$ cat config.mk
export PLATFORM = sky130hd
export DESIGN_NAME = stg_ma_mp
export DESIGN_NICKNAME = d
export VERILOG_FILES = /design/src/rtl/stg_ma_mp.sv
export SDC_FILE = /design/constraint.sdc
export NUM_CORES = 1
export LEC_CHECK = 0
export ABC_AREA = 1
export CORE_AREA = 5 5 141 143
export CTS_CLUSTER_DIAMETER = 80
export CTS_CLUSTER_SIZE = 25
export DETAILED_ROUTE_END_ITERATION = 10
export DIE_AREA = 0 0 146 148
export HOLD_SLACK_MARGIN = 0.05
export PLACE_DENSITY = 0.8
export SLEW_MARGIN = 15
export SYNTH_ARGS = -nofsm -noshare
export SYNTH_HDL_FRONTEND = slang
export SYNTH_SLANG_ARGS = --single-unit
$ cat constraint.sdc
create_clock -name iw_clk -period 14.2 [get_ports iw_clk]
set_input_delay 4.26 -clock iw_clk [delete_from_list [all_inputs] [get_ports iw_clk]]
set_output_delay 4.26 -clock iw_clk [all_outputs]
set_load 0.01 [all_outputs]
$ cat src/rtl/stg_ma_mp.sv
// Memory-access pipeline stage between execute and write-back.
// Registers the instruction bundle; load/store ops issue one request on one of
// N_PORTS memory ports (round-robin or address-interleaved) and hold it until
// the selected port acknowledges or the request times out.
module stg_ma_mp #(
    parameter int unsigned N_PORTS  = 2,
    parameter int unsigned MP_MODE  = 0,
    parameter int unsigned ADDR_W   = 24,
    parameter int unsigned DATA_W   = 24,
    parameter int unsigned OPC_W    = 8,
    parameter int unsigned TGT_GP_W = 4,
    parameter int unsigned TGT_SR_W = 2,
    parameter int unsigned TIMEOUT  = 15
) (
    input  logic                          iw_clk,
    input  logic                          iw_rst,
    input  logic                          iw_valid,
    output logic                          ow_ready,
    input  logic [ADDR_W-1:0]             iw_pc,
    input  logic [DATA_W-1:0]             iw_instr,
    input  logic [OPC_W-1:0]              iw_opc,
    input  logic [TGT_GP_W-1:0]           iw_tgt_gp,
    input  logic                          iw_tgt_gp_we,
    input  logic [TGT_SR_W-1:0]           iw_tgt_sr,
    input  logic                          iw_tgt_sr_we,
    input  logic                          iw_mem_rd,
    input  logic                          iw_mem_wr,
    input  logic [ADDR_W-1:0]             iw_addr,
    input  logic [DATA_W-1:0]             iw_result,
    output logic                          ow_valid,
    input  logic                          iw_ready,
    output logic [ADDR_W-1:0]             ow_pc,
    output logic [DATA_W-1:0]             ow_instr,
    output logic [OPC_W-1:0]              ow_opc,
    output logic [TGT_GP_W-1:0]           ow_tgt_gp,
    output logic                          ow_tgt_gp_we,
    output logic [TGT_SR_W-1:0]           ow_tgt_sr,
    output logic                          ow_tgt_sr_we,
    output logic [DATA_W-1:0]             ow_result,
    output logic                          ow_fault,
    output logic [N_PORTS-1:0]            ow_mem_req,
    output logic                          ow_mem_we,
    output logic [ADDR_W-1:0]             ow_mem_addr,
    output logic [DATA_W-1:0]             ow_mem_wdata,
    input  logic [N_PORTS-1:0]            iw_mem_ack,
    input  logic [N_PORTS*DATA_W-1:0]     iw_mem_rdata,
    output logic [$clog2(N_PORTS)-1:0]    ow_mem_mp
);

    localparam int unsigned MP_W  = $clog2(N_PORTS);
    localparam int unsigned CNT_W = $clog2(TIMEOUT + 1);

    typedef enum logic {
        S_IDLE = 1'b0,
        S_REQ  = 1'b1
    } state_t;

    state_t              state_q, state_d;
    logic [MP_W-1:0]     ptr_q, ptr_d;
    logic [CNT_W-1:0]    cnt_q, cnt_d;
    logic                valid_q, valid_d;
    logic [ADDR_W-1:0]   pc_q, pc_d;
    logic [DATA_W-1:0]   instr_q, instr_d;
    logic [OPC_W-1:0]    opc_q, opc_d;
    logic [TGT_GP_W-1:0] gp_q, gp_d;
    logic                gp_we_q, gp_we_d;
    logic [TGT_SR_W-1:0] sr_q, sr_d;
    logic                sr_we_q, sr_we_d;
    logic [DATA_W-1:0]   result_q, result_d;
    logic                fault_q, fault_d;
    logic [N_PORTS-1:0]  req_q, req_d;
    logic                we_q, we_d;
    logic [ADDR_W-1:0]   addr_q, addr_d;
    logic [DATA_W-1:0]   wdata_q, wdata_d;
    logic [MP_W-1:0]     mp_q, mp_d;

    logic                ready_c;
    logic                accept_c;
    logic                is_mem_c;
    logic [MP_W-1:0]     sel_c;
    logic                ack_hit_c;
    logic                timeout_hit_c;
    logic [DATA_W-1:0]   rdata_sel_c;

    // Port choice, selected-port ack and read-data mux
    always_comb begin
        ready_c       = (state_q == S_IDLE) && (!valid_q || iw_ready);
        accept_c      = iw_valid && ready_c;
        is_mem_c      = iw_mem_rd || iw_mem_wr;
        sel_c         = (MP_MODE == 0) ? ptr_q : iw_addr[MP_W-1:0];
        ack_hit_c     = iw_mem_ack[mp_q];
        timeout_hit_c = (cnt_q == CNT_W'(TIMEOUT - 1));
        rdata_sel_c   = '0;
        for (int unsigned p = 0; p < N_PORTS; p++) begin
            if (mp_q == MP_W'(p)) begin
                rdata_sel_c = iw_mem_rdata[p*DATA_W +: DATA_W];
            end
        end
    end

    // Next-state: accept, request hold, ack / timeout completion
    always_comb begin
        state_d  = state_q;
        ptr_d    = ptr_q;
        cnt_d    = cnt_q;
        valid_d  = valid_q;
        pc_d     = pc_q;
        instr_d  = instr_q;
        opc_d    = opc_q;
        gp_d     = gp_q;
        gp_we_d  = gp_we_q;
        sr_d     = sr_q;
        sr_we_d  = sr_we_q;
        result_d = result_q;
        fault_d  = fault_q;
        req_d    = req_q;
        we_d     = we_q;
        addr_d   = addr_q;
        wdata_d  = wdata_q;
        mp_d     = mp_q;

        if (valid_q && iw_ready) begin
            valid_d = 1'b0;
        end

        case (state_q)
            S_IDLE: begin
                if (accept_c) begin
                    pc_d    = iw_pc;
                    instr_d = iw_instr;
                    opc_d   = iw_opc;
                    gp_d    = iw_tgt_gp;
                    gp_we_d = iw_tgt_gp_we;
                    sr_d    = iw_tgt_sr;
                    sr_we_d = iw_tgt_sr_we;
                    if (is_mem_c) begin
                        state_d = S_REQ;
                        valid_d = 1'b0;
                        cnt_d   = '0;
                        we_d    = iw_mem_wr;
                        addr_d  = iw_addr;
                        wdata_d = iw_result;
                        mp_d    = sel_c;
                        for (int unsigned p = 0; p < N_PORTS; p++) begin
                            req_d[p] = (sel_c == MP_W'(p));
                        end
                        if (MP_MODE == 0) begin
                            ptr_d = ptr_q + MP_W'(1);
                        end
                    end else begin
                        result_d = iw_result;
                        fault_d  = 1'b0;
                        valid_d  = 1'b1;
                    end
                end
            end
            S_REQ: begin
                if (ack_hit_c) begin
                    result_d = we_q ? wdata_q : rdata_sel_c;
                    fault_d  = 1'b0;
                    valid_d  = 1'b1;
                    state_d  = S_IDLE;
                    req_d    = '0;
                    we_d     = 1'b0;
                    cnt_d    = '0;
                end else if (timeout_hit_c) begin
                    result_d = '0;
                    fault_d  = 1'b1;
                    valid_d  = 1'b1;
                    state_d  = S_IDLE;
                    req_d    = '0;
                    we_d     = 1'b0;
                    cnt_d    = '0;
                end else begin
                    cnt_d = cnt_q + CNT_W'(1);
                end
            end
            default: begin
                state_d = S_IDLE;
                req_d   = '0;
                we_d    = 1'b0;
            end
        endcase
    end

    // State and output registers; reset drops any in-flight request
    always_ff @(posedge iw_clk or posedge iw_rst) begin
        if (iw_rst) begin
            state_q  <= S_IDLE;
            ptr_q    <= '0;
            cnt_q    <= '0;
            valid_q  <= 1'b0;
            pc_q     <= '0;
            instr_q  <= '0;
            opc_q    <= '0;
            gp_q     <= '0;
            gp_we_q  <= 1'b0;
            sr_q     <= '0;
            sr_we_q  <= 1'b0;
            result_q <= '0;
            fault_q  <= 1'b0;
            req_q    <= '0;
            we_q     <= 1'b0;
            addr_q   <= '0;
            wdata_q  <= '0;
            mp_q     <= '0;
        end else begin
            state_q  <= state_d;
            ptr_q    <= ptr_d;
            cnt_q    <= cnt_d;
            valid_q  <= valid_d;
            pc_q     <= pc_d;
            instr_q  <= instr_d;
            opc_q    <= opc_d;
            gp_q     <= gp_d;
            gp_we_q  <= gp_we_d;
            sr_q     <= sr_d;
            sr_we_q  <= sr_we_d;
            result_q <= result_d;
            fault_q  <= fault_d;
            req_q    <= req_d;
            we_q     <= we_d;
            addr_q   <= addr_d;
            wdata_q  <= wdata_d;
            mp_q     <= mp_d;
        end
    end

    assign ow_ready     = ready_c;
    assign ow_valid     = valid_q;
    assign ow_pc        = pc_q;
    assign ow_instr     = instr_q;
    assign ow_opc       = opc_q;
    assign ow_tgt_gp    = gp_q;
    assign ow_tgt_gp_we = gp_we_q;
    assign ow_tgt_sr    = sr_q;
    assign ow_tgt_sr_we = sr_we_q;
    assign ow_result    = result_q;
    assign ow_fault     = fault_q;
    assign ow_mem_req   = req_q;
    assign ow_mem_we    = we_q;
    assign ow_mem_addr  = addr_q;
    assign ow_mem_wdata = wdata_q;
    assign ow_mem_mp    = mp_q;

endmodule
==> results.ini <==
[layout]
nFillCells = 1631
nNetsFinal = 1368
final_area_um2 = 10600
final_util_pct = 57.6
insertedDiodeCount = 0
multi_input_area_um2 = 2680
layout-drive-gt1-share_pct = 4.62
syn2layout_area_growth_pct = 55.3
ff_latch_area_um2 = 3700

[synth]
synth_compound_area_share_pct = 0.603
yosysWarnings = 0
yosysMostFrequentCell = nand2_1
synth_nets = 1082
synthXorXnorAreaFrac_pct = 0.128
synth_area_leaders = dfrtp_1 54%, nand2_1 29%, nand3_1 7.2%
synth_edf_count = 0
syn_area_um2 = 6850
synthSimpleGateAreaFrac_pct = 37.8
synthTopCellsByCount = 532 x nand2_1, 148 x dfrtp_1, 99 x nand3_1
syn_avg_cell_area_um2 = 7.51
synth_top_area_share_pct = 54.1
synth_top_family_by_area = simple AND/OR/NAND/NOR gates
synth-adder-area-share_pct = 0.366
synth_mux_area_share_pct = 0
ys_seq_area_share_pct = 54.1
synth_area_leader_cell = dfrtp_1
synth-seq-cells = 148
ys.flop_type = dfrtp_1
ys_async_sr_fraction_pct = 100
syn_inst = 912
ys_types = 26

[timing]
tightest_slew_ps = 969
setup_viol = 0
skew_ps = 15.9
finalSetupTns_ps = 0
post-route-period-util_pct = 73.4
fin_crit_ps = 10430
maxSlewViolCount = 0
hold_violations = 0
max_slew_margin_pct = 35.4
rsz0062_at_grt = false
clock.fmax_mhz = 95.9

[min_path]
min_to = ow_pc[18]
worstHoldStart = ow_pc[18]
hp-class = reg2reg
hold_depth = 2

[worst_setup_path]
cp-start-kind = primary input
criticalPathCategory = in2out
cp.required_ps = 9940
critical_path.top_delay_family = buffers and inverters
cpPeakStageDelay_ps = 670
crit_path_top_delay_cell = clkdlybuf4s50_1
r2r_slack_ps = 11760
crit_chain = clkdlybuf4s50_1, nor2_1, nor2_4, buf_4, clkdlybuf4s50_1
reg2regPathDepth = 6
cp_max_fo = 67
r2r-start = state_q
critical_path_arrival_ps = 6170
end_kind = output port
r2r-end = ow_mem_mp
critPathMostFrequentCell = clkdlybuf4s50_1
crit_buf_inv = 3

[clocking]
post-cts-setup-buffer-count = 0
cts_buffers = 17
hold_buffers = 0
htreeDepth = 4
cts.clk_slew.worst_paths_ps = 70
cts_sinks = 148
clk_latency_ps = 420
cts_buffer_depth = 2
cts_root_buf = clkbuf_16
cts_resized = 0
cts_tree = done

[die]
start_util_pct = 37.1
die_x_um = 146
coreArea_um2 = 18500
fp.dieArea_um2 = 21600
ios = 311
row_count = 50
die_y_um = 148

[outcome]
status = finished, final reports clean

[grt]
grt_first_pass_wirelength_mm = 35.8
track_usage_pct = 20.6
grt_max_degree = 78
antenna_found_initial = 0
grt_overflow = 0
grt_pass1_vias = 6703

[route]
drc = 0
dr.pass1.iters = 6
routedWlPerCell_um = 15.6
postRouteAntennaNets = 0
vias_per_cell = 4.68
wirelength_mm = 22.5
drtIter0Drc = 390
dr_total_vias = 6757

[place]
portBuffers = 310
routabilityCongestion = 0.840
dp.final_hpwl_mm = 15.6
place_area_um2 = 10100

[power]
leakage_nw = 5.46
p_per_area_nw_per_um2 = 211
ir_drop_uv = 104

[run]
cap_viol_max_count = 0

-- area by class of cell --
cell class / count / area share (%)
Multi-Input combinational cell: 653 / 25.2
Clock inverter: 15 / 1.34
Inverter: 61 / 2.22
Clock buffer: 17 / 4.00
Timing Repair Buffer: 317 / 29.6
Tap cell: 234 / 2.75
Sequential cell: 148 / 34.8
-- power by group --
part	internal, mW	leakage, nW	switching, mW
Sequential	0.618	1.84	0.121
Combinational	0.511	3.34	0.568
Clock	0.232	0.275	0.198
Total	1.36	5.46	0.886
-- layer usage --
layer  vias up  global-route usage [%]  share of wire, %
met4         0                    8.51               3.4
met3        42                    5.89               7.6
met5         -                       0                 0
met2       270                    33.7                48
met1      3106                    25.7                41
li1       3339                       -                 -
-- placed cells by master (no fill, tap or decap) --
cell type	count
nand3_2	2
inv_2	4
inv_1	55
o21ai_0	4
buf_4	7
clkinv_8	1
nand4_1	1
clkinvlp_4	2
nand3_4	1
clkinv_2	1
clkinv_4	3
nand2_1	531
o21ai_1	1
buf_2	1
clkbuf_16	17
or2_1	1
inv_4	1
clkdlybuf4s50_1	309
dfrtp_1	148
xor2_1	1
nor2_1	3
o21ai_2	1
inv_6	5
inv_8	4
o21bai_1	1
nand3_1	98
nand2_4	1
nor2_4	3
ha_1	2
nand2_2	2
-- state kept, by name (all words and copies together), names as in the netlist --
name and cells:
cnt_q 4, ow_instr 24, ow_tgt_gp 4, ow_mem_req 2, ow_result 24, ow_tgt_sr 2
ow_mem_we 1, ow_opc 8, ow_pc 24, ow_valid 1, ow_tgt_sr_we 1, ow_mem_wdata 24
ow_fault 1, ow_tgt_gp_we 1, state_q 1, ptr_q 1, ow_mem_mp 1, ow_mem_addr 24
-- per-stage QoR --
step / setup WS, ps / hold slack, ps / cells / power (mW)
final: 3770 / 469 / 1445 / 2.25
after global routing: 3670 / 487 / 1445 / 2.41
after CTS: 3760 / 473 / 1445 / 2.27
after detailed placement: 3770 / 457 / 1413 / 1.83
after global placement: 3760 / 453 / 1413 / 1.81
after floorplan: 5200 / 464 / 912 / 1.25
-- worst reg2reg max path: stages (launching register included) --
cell and delay, ps:
dfrtp_1 470, nor2_4 130, buf_4 540, nand3_2 160, inv_2 740, nand2_1 190
o21ai_0 130
-- worst max-delay path by stage --
| stage | startpoint | slack, ps | endpoint | depth (start not counted) |
|---|---|---|---|---|
| 2_1_floorplan | iw_ready | 5200 | ow_ready | 3 |
| 3_3_place_gp | iw_ready | 3760 | ow_ready | 5 |
| 3_5_place_dp | iw_ready | 3770 | ow_ready | 5 |
| 4_1_cts | iw_ready | 3760 | ow_ready | 5 |
| 5_1_grt | iw_ready | 3670 | ow_ready | 5 |
| 6_report | iw_ready | 3770 | ow_ready | 5 |
-- kinds of logic (layout without fill, tap and decap cells) --
family | Yosys count | count (layout)
AND/OR/NAND/NOR | 643 | 643
flip-flops | 148 | 148
buffers and inverters | 111 | 410
AO/OA/AOI/OAI | 7 | 7
adder cells (fa/ha/maj) | 2 | 2
XOR/XNOR | 1 | 1
Power figures use the tool's default switching activity.
